## src/rtl/mc_ctrl_hs.sv

```systemverilog
// Multicycle MIPS control FSM with memory-ready handshake, extended ISA and illegal-opcode trap.
// Build option MC_MEM_TIMEOUT_EN adds a bounded wait on mem_ready that traps on expiry.
module mc_ctrl_hs #(
  parameter int OP_W        = 6,
  parameter int STATE_W     = 5,
  parameter int ALUOP_W     = 3,
  parameter int TIMEOUT_CYC = 15
) (
  input  logic               clk,
  input  logic               rst,
  input  logic [OP_W-1:0]    op,
  input  logic [OP_W-1:0]    funct,
  input  logic               mem_ready,
  output logic [STATE_W-1:0] state,
  output logic [1:0]         reg_dst,
  output logic               reg_write,
  output logic [1:0]         mem_to_reg,
  output logic               alu_src_a,
  output logic [1:0]         alu_src_b,
  output logic               imm_zext,
  output logic [ALUOP_W-1:0] alu_op,
  output logic               iord,
  output logic               ir_write,
  output logic               mem_read,
  output logic               mem_write,
  output logic               pc_write,
  output logic               pc_write_cond,
  output logic               pc_cond_ne,
  output logic [1:0]         pc_source,
  output logic               trap
);

  if (STATE_W < 5) begin : g_bad_state_w
    $error("mc_ctrl_hs: STATE_W must be at least 5");
  end
  if (TIMEOUT_CYC < 1) begin : g_bad_timeout
    $error("mc_ctrl_hs: TIMEOUT_CYC must be at least 1");
  end

  localparam logic [STATE_W-1:0] S_IF     = STATE_W'(0);
  localparam logic [STATE_W-1:0] S_ID     = STATE_W'(1);
  localparam logic [STATE_W-1:0] S_EX_MA  = STATE_W'(2);
  localparam logic [STATE_W-1:0] S_MEM_RD = STATE_W'(3);
  localparam logic [STATE_W-1:0] S_WB_LD  = STATE_W'(4);
  localparam logic [STATE_W-1:0] S_MEM_WR = STATE_W'(5);
  localparam logic [STATE_W-1:0] S_EX_R   = STATE_W'(6);
  localparam logic [STATE_W-1:0] S_WB_R   = STATE_W'(7);
  localparam logic [STATE_W-1:0] S_EX_I   = STATE_W'(8);
  localparam logic [STATE_W-1:0] S_WB_I   = STATE_W'(9);
  localparam logic [STATE_W-1:0] S_BR_EQ  = STATE_W'(10);
  localparam logic [STATE_W-1:0] S_BR_NE  = STATE_W'(11);
  localparam logic [STATE_W-1:0] S_JAL_L  = STATE_W'(12);
  localparam logic [STATE_W-1:0] S_JMP    = STATE_W'(13);
  localparam logic [STATE_W-1:0] S_JR     = STATE_W'(14);
  localparam logic [STATE_W-1:0] S_TRAP   = STATE_W'(15);
  localparam logic [STATE_W-1:0] S_RST    = {STATE_W{1'b1}};

  localparam logic [OP_W-1:0] OP_RTYPE = OP_W'(6'b000000);
  localparam logic [OP_W-1:0] OP_J     = OP_W'(6'b000010);
  localparam logic [OP_W-1:0] OP_JAL   = OP_W'(6'b000011);
  localparam logic [OP_W-1:0] OP_BEQ   = OP_W'(6'b000100);
  localparam logic [OP_W-1:0] OP_BNE   = OP_W'(6'b000101);
  localparam logic [OP_W-1:0] OP_ADDI  = OP_W'(6'b001000);
  localparam logic [OP_W-1:0] OP_SLTI  = OP_W'(6'b001010);
  localparam logic [OP_W-1:0] OP_ANDI  = OP_W'(6'b001100);
  localparam logic [OP_W-1:0] OP_ORI   = OP_W'(6'b001101);
  localparam logic [OP_W-1:0] OP_XORI  = OP_W'(6'b001110);
  localparam logic [OP_W-1:0] OP_LUI   = OP_W'(6'b001111);
  localparam logic [OP_W-1:0] OP_LW    = OP_W'(6'b100011);
  localparam logic [OP_W-1:0] OP_SW    = OP_W'(6'b101011);
  localparam logic [OP_W-1:0] FN_JR    = OP_W'(6'b001000);

  localparam logic [ALUOP_W-1:0] ALU_ADD = ALUOP_W'(3'd0);
  localparam logic [ALUOP_W-1:0] ALU_SUB = ALUOP_W'(3'd1);
  localparam logic [ALUOP_W-1:0] ALU_FN  = ALUOP_W'(3'd2);
  localparam logic [ALUOP_W-1:0] ALU_AND = ALUOP_W'(3'd3);
  localparam logic [ALUOP_W-1:0] ALU_OR  = ALUOP_W'(3'd4);
  localparam logic [ALUOP_W-1:0] ALU_XOR = ALUOP_W'(3'd5);
  localparam logic [ALUOP_W-1:0] ALU_SLT = ALUOP_W'(3'd6);
  localparam logic [ALUOP_W-1:0] ALU_LUI = ALUOP_W'(3'd7);

  logic [STATE_W-1:0] state_q, state_d;
  logic               trap_q, trap_d;
  logic               waiting;

  // States that stall on the memory handshake.
  assign waiting = (state_q == S_IF) || (state_q == S_MEM_RD) || (state_q == S_MEM_WR);

`ifdef MC_MEM_TIMEOUT_EN
  localparam int CNT_W = $clog2(TIMEOUT_CYC + 1);
  logic [CNT_W-1:0] wait_q, wait_d;
  logic             timeout;
  assign timeout = waiting && !mem_ready && (wait_q == CNT_W'(TIMEOUT_CYC));
`else
  logic timeout;
  assign timeout = 1'b0;
`endif

  always_comb begin
    state_d = state_q;
    case (state_q)
      S_RST:    state_d = S_IF;
      S_IF:     if (mem_ready) state_d = S_ID;
      S_ID: begin
        case (op)
          OP_RTYPE:                 state_d = (funct == FN_JR) ? S_JR : S_EX_R;
          OP_LW, OP_SW:             state_d = S_EX_MA;
          OP_ADDI, OP_SLTI, OP_LUI,
          OP_ANDI, OP_ORI, OP_XORI: state_d = S_EX_I;
          OP_BEQ:                   state_d = S_BR_EQ;
          OP_BNE:                   state_d = S_BR_NE;
          OP_J:                     state_d = S_JMP;
          OP_JAL:                   state_d = S_JAL_L;
          default:                  state_d = S_TRAP;
        endcase
      end
      S_EX_MA:  state_d = (op == OP_LW) ? S_MEM_RD : S_MEM_WR;
      S_MEM_RD: if (mem_ready) state_d = S_WB_LD;
      S_WB_LD:  state_d = S_IF;
      S_MEM_WR: if (mem_ready) state_d = S_IF;
      S_EX_R:   state_d = S_WB_R;
      S_WB_R:   state_d = S_IF;
      S_EX_I:   state_d = S_WB_I;
      S_WB_I:   state_d = S_IF;
      S_BR_EQ,
      S_BR_NE:  state_d = S_IF;
      S_JAL_L:  state_d = S_JMP;
      S_JMP:    state_d = S_IF;
      S_JR:     state_d = S_IF;
      S_TRAP:   state_d = S_TRAP;
      default:  state_d = S_IF;
    endcase
    if (timeout) state_d = S_TRAP;
  end

  assign trap_d = trap_q || (state_d == S_TRAP);

`ifdef MC_MEM_TIMEOUT_EN
  always_comb begin
    wait_d = wait_q;
    if (state_d != state_q)        wait_d = '0;
    else if (waiting && !mem_ready) wait_d = wait_q + CNT_W'(1);
  end

  always_ff @(posedge clk or posedge rst) begin
    if (rst) wait_q <= '0;
    else     wait_q <= wait_d;
  end
`endif

  always_ff @(posedge clk or posedge rst) begin
    if (rst) begin
      state_q <= S_RST;
      trap_q  <= 1'b0;
    end else begin
      state_q <= state_d;
      trap_q  <= trap_d;
    end
  end

  assign state = state_q;
  assign trap  = trap_q;

  // Moore decode; only the IF fetch strobes look at mem_ready.
  always_comb begin
    reg_dst       = 2'b00;
    reg_write     = 1'b0;
    mem_to_reg    = 2'b00;
    alu_src_a     = 1'b0;
    alu_src_b     = 2'b00;
    imm_zext      = 1'b0;
    alu_op        = ALU_ADD;
    iord          = 1'b0;
    ir_write      = 1'b0;
    mem_read      = 1'b0;
    mem_write     = 1'b0;
    pc_write      = 1'b0;
    pc_write_cond = 1'b0;
    pc_cond_ne    = 1'b0;
    pc_source     = 2'b00;
    case (state_q)
      S_IF: begin
        mem_read  = 1'b1;
        alu_src_b = 2'b01;
        ir_write  = mem_ready;
        pc_write  = mem_ready;
      end
      S_ID:     alu_src_b = 2'b11;
      S_EX_MA: begin
        alu_src_a = 1'b1;
        alu_src_b = 2'b10;
      end
      S_MEM_RD: begin
        mem_read = 1'b1;
        iord     = 1'b1;
      end
      S_WB_LD: begin
        reg_write  = 1'b1;
        mem_to_reg = 2'b01;
      end
      S_MEM_WR: begin
        mem_write = 1'b1;
        iord      = 1'b1;
      end
      S_EX_R: begin
        alu_src_a = 1'b1;
        alu_op    = ALU_FN;
      end
      S_WB_R: begin
        reg_write = 1'b1;
        reg_dst   = 2'b01;
      end
      S_EX_I: begin
        alu_src_a = 1'b1;
        alu_src_b = 2'b10;
        case (op)
          OP_ANDI: begin alu_op = ALU_AND; imm_zext = 1'b1; end
          OP_ORI:  begin alu_op = ALU_OR;  imm_zext = 1'b1; end
          OP_XORI: begin alu_op = ALU_XOR; imm_zext = 1'b1; end
          OP_SLTI: alu_op = ALU_SLT;
          OP_LUI:  alu_op = ALU_LUI;
          default: alu_op = ALU_ADD;
        endcase
      end
      S_WB_I:   reg_write = 1'b1;
      S_BR_EQ, S_BR_NE: begin
        alu_src_a     = 1'b1;
        alu_op        = ALU_SUB;
        pc_write_cond = 1'b1;
        pc_source     = 2'b01;
        pc_cond_ne    = (state_q == S_BR_NE);
      end
      S_JAL_L: begin
        reg_write  = 1'b1;
        reg_dst    = 2'b10;
        mem_to_reg = 2'b10;
      end
      S_JMP: begin
        pc_write  = 1'b1;
        pc_source = 2'b10;
      end
      S_JR: begin
        pc_write  = 1'b1;
        pc_source = 2'b11;
      end
      default: ;
    endcase
  end

endmodule

```

## config.mk

```make
export PLATFORM = sky130hd
export DESIGN_NAME = mc_ctrl_hs
export DESIGN_NICKNAME = d
export VERILOG_FILES = /design/src/rtl/mc_ctrl_hs.sv
export SDC_FILE = /design/constraint.sdc
export NUM_CORES = 1
export LEC_CHECK = 0
export ABC_AREA = 1
export BUFFER_PORTS_ARGS = -buffer_cell sky130_fd_sc_hd__buf_2
export CAP_MARGIN = 10
export CORE_MARGIN = 10
export CORE_UTILIZATION = 44
export CTS_CLUSTER_DIAMETER = 120
export CTS_CLUSTER_SIZE = 28
export DETAILED_ROUTE_END_ITERATION = 8
export GPL_TIMING_DRIVEN = 0
export PLACE_DENSITY = 0.81
export SYNTH_ARGS = -nofsm -noshare
export SYNTH_HDL_FRONTEND = slang
export SYNTH_SLANG_ARGS = --single-unit
export TNS_END_PERCENT = 100
```

## constraint.sdc

```tcl
create_clock -name clk -period 1.7 [get_ports clk]
set_input_delay 0.085 -clock clk [delete_from_list [all_inputs] [get_ports clk]]
set_output_delay 0.085 -clock clk [all_outputs]
set_load 0.05 [all_outputs]
```

# Word-level counts from Yosys, hierarchy flattened
# Cells that the tools add are included.
[totals]
reg_bits = 6
latch_bits = 0
mem_bits_rw = 0
romBits = 0
in_bits = 15
out_inout_bits = 27
elab_cells = 68
mem_count = 0
[op_classes]
addsub = 0
mul = 0
div = 0
n_lt_le_gt_ge = 0
n_eq_ne = 29
shifts = 0
muxes = 24
bitwise = 0
reduce_logical = 13
[ops]
columns = ["op", "count"]
rows = [
  ["== test 5 x 4 -> 1 bit (second input constant)", 9],
  ["one-hot mux 5 bit (9 select lines)", 1],
  ["== test 6 x 4 -> 1 bit (second input constant)", 7],
  ["one-hot mux 4 bit (7 select lines)", 1],
  ["== test 5 x 3 -> 1 bit (second input constant)", 4],
  ["2-to-1 mux 5 bit", 3],
  ["one-hot mux 3 bit (5 select lines)", 1],
  ["== test 6 x 2 -> 1 bit (second input constant)", 2],
  ["== test 6 x 3 -> 1 bit (second input constant)", 2],
  ["== test 6 bit (second input constant)", 2],
  ["one-hot mux 2 bit (3 select lines)", 2],
  ["OR reduction 2 bit", 6],
  ["== test 5 x 2 -> 1 bit (second input constant)", 2],
  ["2-to-1 mux 1 bit", 10],
  ["one-hot mux 3 bit (3 select lines)", 1],
  ["one-hot mux 2 bit (2 select lines)", 2],
  ["logical NOT 6 bit", 1],
  ["OR reduction 6 bit", 1],
  ["== test 5 x 1 -> 1 bit (second input constant)", 1],
  ["logical NOT 5 bit", 1],
  ["OR reduction 5 bit", 1],
  ["2-to-1 mux 4 bit", 1],
  ["OR reduction 4 bit", 1],
  ["2-to-1 mux 3 bit", 1],
  ["other kinds (3)", 3],
]

# Logic depth before layout (Yosys ltp)
# Gate-level depths: netlist of run 1.
[logic_depth]
word_depth = 6
mapped_depth = 11

# Worst setup path before layout of run 1
# OpenSTA, ideal clock, no wires.
[synth_path]
path_type = "register -> output"
start = "reg state_q[3], in the netlist state[3]"
end = "out pc_cond_ne"
t_arrival_ns = 2.578
t_required_ns = 1.615
slack_ns = -0.963
path_stages_with_launch = 7
path_buffers = 0
path_cell_list = "dfstp_2 inv_2 nor2_1 nand2_1 nor2_1 inv_1 nor2_1"
[synth_via]
elab_chain_cells = 3
word_cells_on_any_way = 4
[synth_lines]
columns = ["element", "line", "text"]
rows = [
  ["start, declared", "82", "logic [STATE_W-1:0] state_q, state_d;"],
  ["start signal, assigned", "156", "state_q <= state_d;"],
  ["== test 5 x 4 -> 1 bit (on tied branches)", "181, 231", ""],
  ["OR reduction 2 bit", "-", ""],
  ["2-to-1 mux 1 bit *", "181", "case (state_q)"],
  ["end, declared", "28", "output logic pc_cond_ne,"],
]
# Every way passes the cells marked *; elsewhere a longest branch is shown, timed or not.

# Worst setup path after layout of run 1
[layout_path]
start = "reg state_q[3], in the netlist state[3]"
end = "out alu_src_a"
[layout_via]
elab_chain_cells = 3
word_cells_on_any_way = 7
[layout_lines]
columns = ["element", "line", "text"]
rows = [
  ["== test 5 x 4 -> 1 bit, or another cell as far along", "181", ""],
  ["OR reduction 5 bit (no source line) *", "-", ""],
  ["2-to-1 mux 1 bit *", "181", ""],
  ["end, declared", "18", "output logic alu_src_a,"],
]
# Marks and branches as above.

==> results.cfg, run 1 <==
[die]
dieHeight_um = 62.7
core_um2 = 1730
die_w_um = 62.7
ios = 42
die_area_um2 = 3930
initial_utilization_pct = 46.5
rows = 15

[power]
powerDensity_nw_per_um2 = 1280
irDropWorstVdd_mv = 0.706
leakagePower_nw = 0.719

[critical_path]
critPathLaunchType = register
reg2reg_depth = 11
crit_arrival_ns = 1.62
crit_path_top_delay_cell = dfstp_4
crit_path_cell_trace = inv_4, nor2_4, nand2_2, nor2_4, inv_4, nand4_1, buf_6
cp_max_fo = 4
r2r-end = trap
cp-startpoint = state[3]
cp_top_family = flip-flops
r2r_slack_ns = 0.06
slowest_delay_ns = 0.64
critPathKind = reg -> out
crit_path_end_kind = primary output
cp.required_ns = 1.62
path_depth = 7
worst-path-buf-inv = 3
endpoint = alu_src_a
r2r_start = state[3]

[clocking]
clkTransAtPathRegs_ns = 0.05
cts.path.max_buffers = 2
clk_latency_ns = 0.24
cts_root_buf = clkbuf_4
cts.sinks = 6
cts_tree = done
htreeDepth = 1
cts_made_buffers = 3

[global_routing]
grtUsageMet3_pct = 3.94
gr-total-overflow = 0
grt.met2_usage_pct = 21.7
grt_first_pass_wirelength_um = 4170
grt_pass1_vias = 982
gr-usage-all-layers_pct = 12.0
grt_use_met1_pct = 13.3
gr-max-usage-layer = met2
antenna_found_initial = 0
grt_max_degree = 10

[finish]
final_area_um2 = 1320
drive_gt1_share_pct = 50.0
multiInputGateArea_um2 = 696
stdcell_count = 221
register_area_um2 = 164
syn_to_final_growth_pct = 64.3
antennaDiodeCount = 0
fin_nets = 212
fillCellCount = 138

[sta]
rsz0062_at_grt = true
drv_slew = 0
hold-worst-slack_ns = 0.229
hold_violations = 0
fin_skew_ns = 0.00575
setup_viol = 2
clock.fmax_mhz = 586
fin_crit_sh_pct = 100
layout_setup_ws_ns = -0.00617
fin_crit_ns = 1.71
final.setup.tns_ns = -0.00695

[synth]
synth.top_cell.area_share_pct = 16.4
synth_edf_count = 0
synth_commonest_cells = nor2_1, nand2_1, inv_1
postSynthCellCount = 148
synthArstFlopShare_pct = 100
synthTopCellsByArea = dfstp_2, nor2_1, nand2_1, inv_1, nand3_1
ys_seq_elements = 6
synthDistinctLibCells = 23
synth_most_common_cell = nor2_1
synth_top_cell_by_area = dfstp_2
synth_area_um2 = 803
synth_ff_type = dfstp_2
yosysWarningCount = 0
syn_nets = 163
avgSynthCellArea_um2 = 5.43
synth-seq-area-share_pct = 19.5

[routing]
drcViolationCount = 0
viasPerCell = 4.93
finalWirelength_um = 2560
wl_per_cell_um = 11.6
ant_nets = 0
vias = 1090
drt_iter0_drc = 48
drtPass1Iterations = 4

[run_status]
violations = negative setup slack
status = finished with violations

[placement]
place_worst_setup_slack_ns = -0.0694
dpl_cell_area_um2 = 1160
post-dp-hpwl_um = 2130
place_congestion = 0.871
placed_cells = 214
io_buffers = 41

[min_path]
min_path_type = in -> reg

[run]
drv_cap = 0
layout by cell type, fill, tap and decap left out, drive strengths merged:
master | netlist | layout
o21bai | 2 | 2
inv | 29 | 29
clkbuf | 0 | 4
conb | 1 | 1
dfstp | 5 | 5
nand4 | 3 | 3
o31ai | 1 | 1
nand2 | 36 | 36
nand3 | 17 | 17
dlygate4sd3 | 0 | 1
a21oi | 1 | 1
o22ai | 2 | 2
nor3 | 4 | 4
o21ai | 7 | 7
buf | 0 | 43
dfrtp | 1 | 1
or2 | 1 | 1
nor2 | 38 | 38
power by group:
group,switching [mW],internal [mW]
Sequential,0.0888,0.230
Clock,0.0467,0.0886
Combinational,0.918,0.319
Total,1.05,0.637
worst reg2reg max path, delay by kind of cell (launching register included):
kind / cells / cell delay [ns]
AO/OA/AOI/OAI: 1 / 0.10
buffers and inverters: 2 / 0.22
flip-flops: 1 / 0.64
AND/OR/NAND/NOR: 8 / 0.61
worst min-delay path by stage:
stage	slack [ns]	startpoint	end	depth (start not counted)
6_report	0.23	mem_ready	state[2]	5
5_1_grt	0.24	mem_ready	state[2]	5
4_1_cts	0.22	mem_ready	state[2]	5
3_5_place_dp	-0.008	rst	trap	2
3_3_place_gp	-0.01	rst	trap	2
2_1_floorplan	-0.13	rst	trap	1
layer usage:
| layer | part of all wire [%] | vias to the layer above | routed length (µm) |
|---|---|---|---|
| li1 | - | 563 | - |
| met1 | 41 | 496 | 1050 |
| met2 | 53 | 31 | 1350 |
| met3 | 6.3 | 0 | 161 |
| met4 | 0 | 0 | 0 |
| met5 | 0 | - | 0 |
kinds of logic (layout without fill, tap and decap cells):
kind of cell | count (synthesis) | count (layout) | share of synthesized area [%]
DFF | 6 | 6 | 19.5
and+or+nand+nor | 99 | 99 | 56.7
AOI/OAI and AO/OA | 13 | 13 | 9.81
buffers and inverters | 29 | 77 | 13.6
other | 1 | 1 | 0.467
cell type report:
| cell class | count | share of cell area [%] |
|---|---|---|
| flip-flops and latches | 6 | 12.4 |
| repair buffers | 44 | 21.9 |
| inverters | 29 | 8.63 |
| well taps | 25 | 2.37 |
| multi-input cells | 113 | 52.7 |
| clock buffers | 4 | 1.99 |
through the flow:
step	util, %	power, mW
2_1_floorplan	-	1.19
3_3_place_gp	67.1	1.39
3_5_place_dp	67.1	1.41
4_1_cts	72.8	1.61
5_1_grt	76.4	1.80
6_report	76.4	1.69
what timing repair did:
item / 4_1_cts / 5_1_grt
buffers inserted: 1 / 1
hold buffers: 1 / 0
setup endpoints to repair: 15 / 15
hold endpoints to repair: 6 / 0
pin swaps: 2 / 4
gates resized for setup: 18 / 17
sequential cells by signal, indices dropped and copies added (netlist names):
register  flops
trap          1
state         5
Power figures use the tool's default switching activity.
==> inputs of run 2 (changes only) <==
==> constraint.sdc (replaced) <==
create_clock -name clk -period 1.59 [get_ports clk]
set_input_delay 0.0795 -clock clk [delete_from_list [all_inputs] [get_ports clk]]
set_output_delay 0.0795 -clock clk [all_outputs]
set_load 0.05 [all_outputs]
==> results.cfg, run 2 (synthesized netlist as in run 1, its figures left out) <==
[run_status]
status = finished with violations
violations = negative setup slack

[routing]
viasPerCell = 6.15
vias = 1451
finalWirelength_um = 5140
drcViolationCount = 0
wl_per_cell_um = 21.8
drt_iter0_drc = 139
drtPass1Iterations = 5
ant_nets = 0

[power]
switchingPower_mw = 1.50
swShare_pct = 60.7
irDropWorstVdd_mv = 1.17
power.share.sequential_pct = 14.5
clockPowerShare_pct = 6.8
p_int_mw = 0.973
leakagePower_nw = 0.817
combPwrFrac_pct = 78.7
powerDensity_nw_per_um2 = 1540

[critical_path]
r2r_start = state[3]
crit_path_top_delay_cell = nor3_1
cp_top_family = simple AND/OR/NAND/NOR gates
critPathKind = reg -> reg
crit_path_end_kind = register
r2r-end = trap
crit_arrival_ns = 2.15
critPathLaunchType = register
cpMostUsedCell = nand2_2
worst-path-buf-inv = 2
r2r_slack_ns = -0.37
crit_path_cell_trace = inv_6, buf_6, nand3_4, nor3_1, nand2_1, nand2_2, nand2_2, o21bai_2
reg2reg_depth = 8
cp_max_fo = 7
slowest_delay_ns = 0.57
cp-startpoint = state[3]
cp.required_ns = 1.78

[finish]
fillCellCount = 67
final_common_cell = nand2_1
antennaDiodeCount = 0
layout_common_cells = nand2_1, buf_2, buf_6
largest_register_ffs = 5
syn_to_final_growth_pct = 99.5
fin_util_pct = 92.8
drive_gt1_share_pct = 57.8
fin_nets = 227

[sta]
rsz0062_at_grt = true
slew_headroom_pct = 53.4
fin_crit_sh_pct = 123
fin_crit_ns = 1.96
fin_skew_ns = 0.00809
worst_pin_slew_ns = 0.693
hold_violations = 0
hold-worst-slack_ns = 0.300
drv_slew = 0
clock.fmax_mhz = 511
setup_viol = 25
layout_setup_ws_ns = -0.366

[die]
core_um2 = 1730
ios = 42
die_area_um2 = 3930
dieHeight_um = 62.7
rows = 15
die_w_um = 62.7
initial_utilization_pct = 46.5

[placement]
place_worst_setup_slack_ns = -0.229
io_buffers = 41
place_congestion = 0.851
post-dp-hpwl_um = 2090

[min_path]
whs_endpoint = state[3]
min_path_type = in -> reg
holdPathStages = 7
hp-start = funct[0]

[global_routing]
gr-total-overflow = 0
grt_max_degree = 10
gr-usage-all-layers_pct = 15.1
antenna_found_initial = 0
grt_first_pass_wirelength_um = 5110
grt_pass1_vias = 1127

[clocking]
cts.path.max_buffers = 2
clkTransAtPathRegs_ns = 0.06
clk_latency_ns = 0.26
htreeDepth = 1
cts_made_buffers = 3
cts.sinks = 6
cts_root_buf = clkbuf_4
cts_tree = done

[run]
drv_cap = 0
run 2: cell types whose count changed in the layout (fill, tap and decap cells not counted), sizes merged:
cell | before | now
buf | 43 | 58
run 2: repair_timing:
item	4_1_cts	5_1_grt
hold endpoints to repair	6	0
gates cloned	0	0
hold buffers	1	0
resized for setup	49	25
pin swaps	4	11
setup buffers	10	7
endpoints found under the setup margin	20	21
run 2: worst max path at each step:
stage,to,slack [ns],depth (start not counted)
3_3_place_gp,trap,-0.19,8
6_report,trap,-0.37,8
3_5_place_dp,trap,-0.23,8
4_1_cts,alu_op[0],-0.11,5
2_1_floorplan,alu_src_a,-0.31,6
5_1_grt,trap,-0.40,8
run 2: worst min-delay path: stages:
cell and delay, ns:
buf_2 0.07, or2_2 0.09, nor2_1 0.03, nand2_1 0.04, nand3_1 0.08, nand2_1 0.08
nand2_2 0.07
run 2: final cells by class:
cell class / count / area, µm² / share of cell area, %
clock buffers: 4 / 26.3 / 1.64
repair buffers: 59 / 485 / 30.3
flip-flops and latches: 6 / 164 / 10.2
inverters: 29 / 124 / 7.73
well taps: 25 / 31.3 / 1.95
multi-input cells: 113 / 772 / 48.2
run 2: per-stage QoR:
stage	instance area (µm²)	std cells	TNS [ns]	power (mW)
floorplan	966	148	-1.63	1.36
global placement	1200	214	-0.399	1.58
detailed placement	1200	214	-0.590	1.59
CTS	1460	229	-0.630	2.05
global route	1600	236	-4.00	2.53
finish	1600	236	-3.44	2.47
run 2: layer usage:
metal	share of wire [%]	GRT usage (%)	up-vias
met5	0	0	-
met4	6.7	4.75	0
met3	13	3.94	50
met2	46	28.1	175
met1	34	15.9	635
li1	-	-	591
run 2: power groups by stage:
stage	logic (mW)	registers (mW)	clock network [mW]
2_1_floorplan	0.896	0.464	0
3_3_place_gp	1.26	0.311	0
3_5_place_dp	1.28	0.314	0
4_1_cts	1.57	0.318	0.156
5_1_grt	2.00	0.359	0.178
6_report	1.95	0.359	0.169
==> inputs of run 3 (changes only) <==
--- a/config.mk
+++ b/config.mk
@@ -5,16 +5,16 @@
 export SDC_FILE = /design/constraint.sdc
 export NUM_CORES = 1
 export LEC_CHECK = 0
-export ABC_AREA = 1
+export ABC_AREA = 0
 export BUFFER_PORTS_ARGS = -buffer_cell sky130_fd_sc_hd__buf_2
 export CAP_MARGIN = 10
 export CORE_MARGIN = 10
-export CORE_UTILIZATION = 44
+export CORE_UTILIZATION = 46
 export CTS_CLUSTER_DIAMETER = 120
 export CTS_CLUSTER_SIZE = 28
 export DETAILED_ROUTE_END_ITERATION = 8
 export GPL_TIMING_DRIVEN = 0
-export PLACE_DENSITY = 0.81
+export PLACE_DENSITY = 0.82
 export SYNTH_ARGS = -nofsm -noshare
 export SYNTH_HDL_FRONTEND = slang
 export SYNTH_SLANG_ARGS = --single-unit
==> results.cfg, run 3 <==
[placement]
place_congestion = 0.922
dpl_cell_area_um2 = 1440
post-dp-hpwl_um = 2610
io_buffers = 40
place_worst_setup_slack_ns = -0.358

[die]
rows = 15
die_w_um = 64.2
ios = 42
initial_utilization_pct = 50.5
dieHeight_um = 64.2

[synth]
synth_top_cell_by_area = dfstp_2
yosysWarningCount = 0
ys_seq_elements = 6
syn_nets = 149
synthArstFlopShare_pct = 100
synthTopCellsByArea = dfstp_2, a21oi_1, nand2b_1, nand2_1, nor2_1
synth.top_cell.area_share_pct = 14.6
synth_edf_count = 0
postSynthCellCount = 134
synthDistinctLibCells = 44
avgSynthCellArea_um2 = 6.71
synth_area_um2 = 900
synth_ff_type = dfstp_2
synth_commonest_cells = nand2_1, nor2_1, a21oi_1
synth-seq-area-share_pct = 17.4

[run_status]
failing_step = clock tree synthesis (4_1_cts)
status = aborted with a tool error
error_line = [ERROR DPL-0038] Utilization greater than 100%, impossible to legalize

[clocking]
cts_root_buf = clkbuf_4
hold_buffers = 1
postCtsSetupBuffers = 23
cts_made_buffers = 3
cts.sinks = 6
cts_resized = 93
htreeDepth = 1
cts.path.max_buffers = 2
-- run 3: changes by cell type after synthesis, sizes merged, moves of 8 or more --
cell	delta
inv	-27
nor2	-25
nand3	-15
a21oi	+10
nor2b	+8
nand2	-24
nand2b	+8
buf	+9
-- run 3: logic make-up after synthesis --
group	share of synthesized area [%]
buf+inv	8.34
flops	17.4
xor+xnor	3.90
simple gates	45.5
mux	1.11
compound gates	23.4
other cells	0.417
-- run 3: metrics by stage --
stage	util (%)	TNS (ns)	hold WS (ns)	instances
after floorplan	-	-4.66	-0.133	134
after global placement	80.5	-1.84	-0.0210	199
after detailed placement	80.5	-2.14	-0.00736	199
==> inputs of run 4 (changes only) <==
--- a/config.mk
+++ b/config.mk
@@ -8,13 +8,11 @@
 export ABC_AREA = 0
 export BUFFER_PORTS_ARGS = -buffer_cell sky130_fd_sc_hd__buf_2
 export CAP_MARGIN = 10
-export CORE_MARGIN = 10
-export CORE_UTILIZATION = 46
-export CTS_CLUSTER_DIAMETER = 120
-export CTS_CLUSTER_SIZE = 28
+export CORE_AREA = 10 10 71 73
 export DETAILED_ROUTE_END_ITERATION = 8
+export DIE_AREA = 0 0 81 83
 export GPL_TIMING_DRIVEN = 0
-export PLACE_DENSITY = 0.82
+export PLACE_DENSITY_LB_ADDON = 0.15
 export SYNTH_ARGS = -nofsm -noshare
 export SYNTH_HDL_FRONTEND = slang
 export SYNTH_SLANG_ARGS = --single-unit
==> results.cfg, run 4 <==
[run_status]
status = finished with violations
violations = negative setup slack

[placement]
post-dp-hpwl_um = 2690
place_congestion = 0.787
io_buffers = 40
place_worst_setup_slack_ns = -0.354
dpl_cell_area_um2 = 1460

[synth]
synth_xor_area_share_pct = 3.89
synth_area_um2 = 900
synth_top_family_by_area = simple AND/OR/NAND/NOR gates
syn_nets = 149
synth-seq-area-share_pct = 17.4
synthTopCellsByArea = dfstp_2, a21oi_1, nand2b_1, nand2_1, nor2_1
synth_ff_type = dfstp_2
synth.top_cell.area_share_pct = 14.6
synth_top_cell_by_area = dfstp_2
ys_seq_elements = 6
synthDistinctLibCells = 44
postSynthCellCount = 134
synthMuxAreaShare_pct = 1.11
synth_fa_ha_area_share_pct = 0
synth_commonest_cells = nand2_1, nor2_1, a21oi_1
synth_simple_gate_area_share_pct = 45.5
avgSynthCellArea_um2 = 6.71
synthArstFlopShare_pct = 100
yosysWarningCount = 0
synth_edf_count = 0
synth_compound_area_share_pct = 23.4

[die]
core_um2 = 3630
ios = 42
initial_utilization_pct = 24.8
die_area_um2 = 6720
dieHeight_um = 83
rows = 22
die_w_um = 81

[clocking]
clk_latency_ns = 0.23
cts_root_buf = clkbuf_8
cts.sinks = 6
htreeDepth = 1
cts_tree = done
cts_made_buffers = 3
clkTransAtPathRegs_ns = 0.04
cts.path.max_buffers = 2

[sta]
fin_crit_sh_pct = 119
layout_setup_ws_ns = -0.296
hold_violations = 0
rsz0062_at_grt = true
fin_crit_ns = 1.89
setup_viol = 24
final.setup.tns_ns = -3.95
clock.fmax_mhz = 530
fin_skew_ns = 0.00588
drv_slew = 0
hold-worst-slack_ns = 0.318

[routing]
wl_per_cell_um = 17.2
finalWirelength_um = 4610
drt_iter0_drc = 51
ant_nets = 0
drtPass1Iterations = 6
vias = 1341
drcViolationCount = 0
viasPerCell = 4.99

[critical_path]
critPathLaunchType = register
crit_path_end_kind = primary output
worst-path-buf-inv = 3
crit_path_top_delay_cell = dfstp_2
cp_top_family = flip-flops
crit_path_cell_trace = clkbuf_16, nor2b_4, nand3_4, buf_6, nor2_4, nand2_4, o21bai_4, buf_8
cp.required_ns = 1.51
crit_arrival_ns = 1.81
slowest_delay_ns = 0.55
cp_max_fo = 5
critPathKind = reg -> out

[power]
irDropWorstVdd_mv = 0.395
leakagePower_nw = 0.978
power_mw = 3.71
powerDensity_nw_per_um2 = 1580

[global_routing]
grt_pass1_vias = 1324
antenna_found_initial = 0
grt_max_degree = 11
gr-total-overflow = 0
grt_first_pass_wirelength_um = 6810
gr-usage-all-layers_pct = 12.1

[finish]
syn_to_final_growth_pct = 162
antennaDiodeCount = 0
final_common_cell = buf_6
fin_nets = 237
drive_gt1_share_pct = 72.4
final_area_um2 = 2350
layout_common_cells = buf_6, buf_4, buf_2
largest_register_ffs = 5

[min_path]
min_path_type = in -> async

[run]
drv_cap = 0
run 4: cell type report:
| class | count | area (µm²) |
|---|---|---|
| clock buffer | 4 | 45.0 |
| multi-input combinational | 113 | 1130 |
| sequential | 6 | 160 |
| inverter | 3 | 27.5 |
| buffer | 9 | 115 |
| fill | 300 | 1280 |
| timing repair buffer | 86 | 813 |
| tap | 48 | 60.1 |
run 4: repair_timing:
action                                  4_1_cts  5_1_grt
buffers inserted                             31       17
pin swaps                                    24       29
hold buffers                                  1        0
cloned                                        1        0
endpoints found under the hold margin         6        0
endpoints found under the setup margin       23       26
resized for setup                            92       39
run 4: worst paths after layout:
check,from,endpoint,slack (ns),depth (start not counted)
hold / removal,rst,trap,0.32,3
min in group clk,op[2],state[0],0.34,3
hold reg to reg,trap,trap,0.46,1
max in group asynchronous,rst,state[4],1.02,3
setup reg to reg,state[1],trap,-0.23,6
setup / recovery,state[3],alu_op[0],-0.30,8
run 4: metal layers:
metal / vias to the layer above / GRT usage [%] / routed length (µm)
met3: 4 / 3.56 / 244
li1: 651 / - / -
met1: 652 / 14.4 / 1860
met4: 0 / 2.35 / 49
met5: - / 0 / 0
met2: 34 / 20.8 / 2460
run 4: per-stage QoR:
stage | utilization, % | cells
floorplan | - | 134
global placement | 40.3 | 222
detailed placement | 40.3 | 222
CTS | 58.2 | 257
global route | 64.8 | 269
finish | 64.8 | 269
run 4: tightest hold or removal path: cells and delay by family:
family	cells	cell delay [ns]
buffers and inverters	3	0.82
run 4: kinds of logic (layout without fill, tap and decap cells):
group                     after synthesis  after routing
and+or+nand+nor                        75             75
AOI/OAI and AO/OA                      32             32
buffers and inverters                  15            102
DFF                                     6              6
xor gates and xnor gates                4              4
other                                   1              1
muxes                                   1              1
run 4: report_power, final:
part	switching, mW	internal [mW]
sequential	0.0704	0.234
clock	0.0694	0.173
combinational	1.68	1.48
total	1.82	1.89
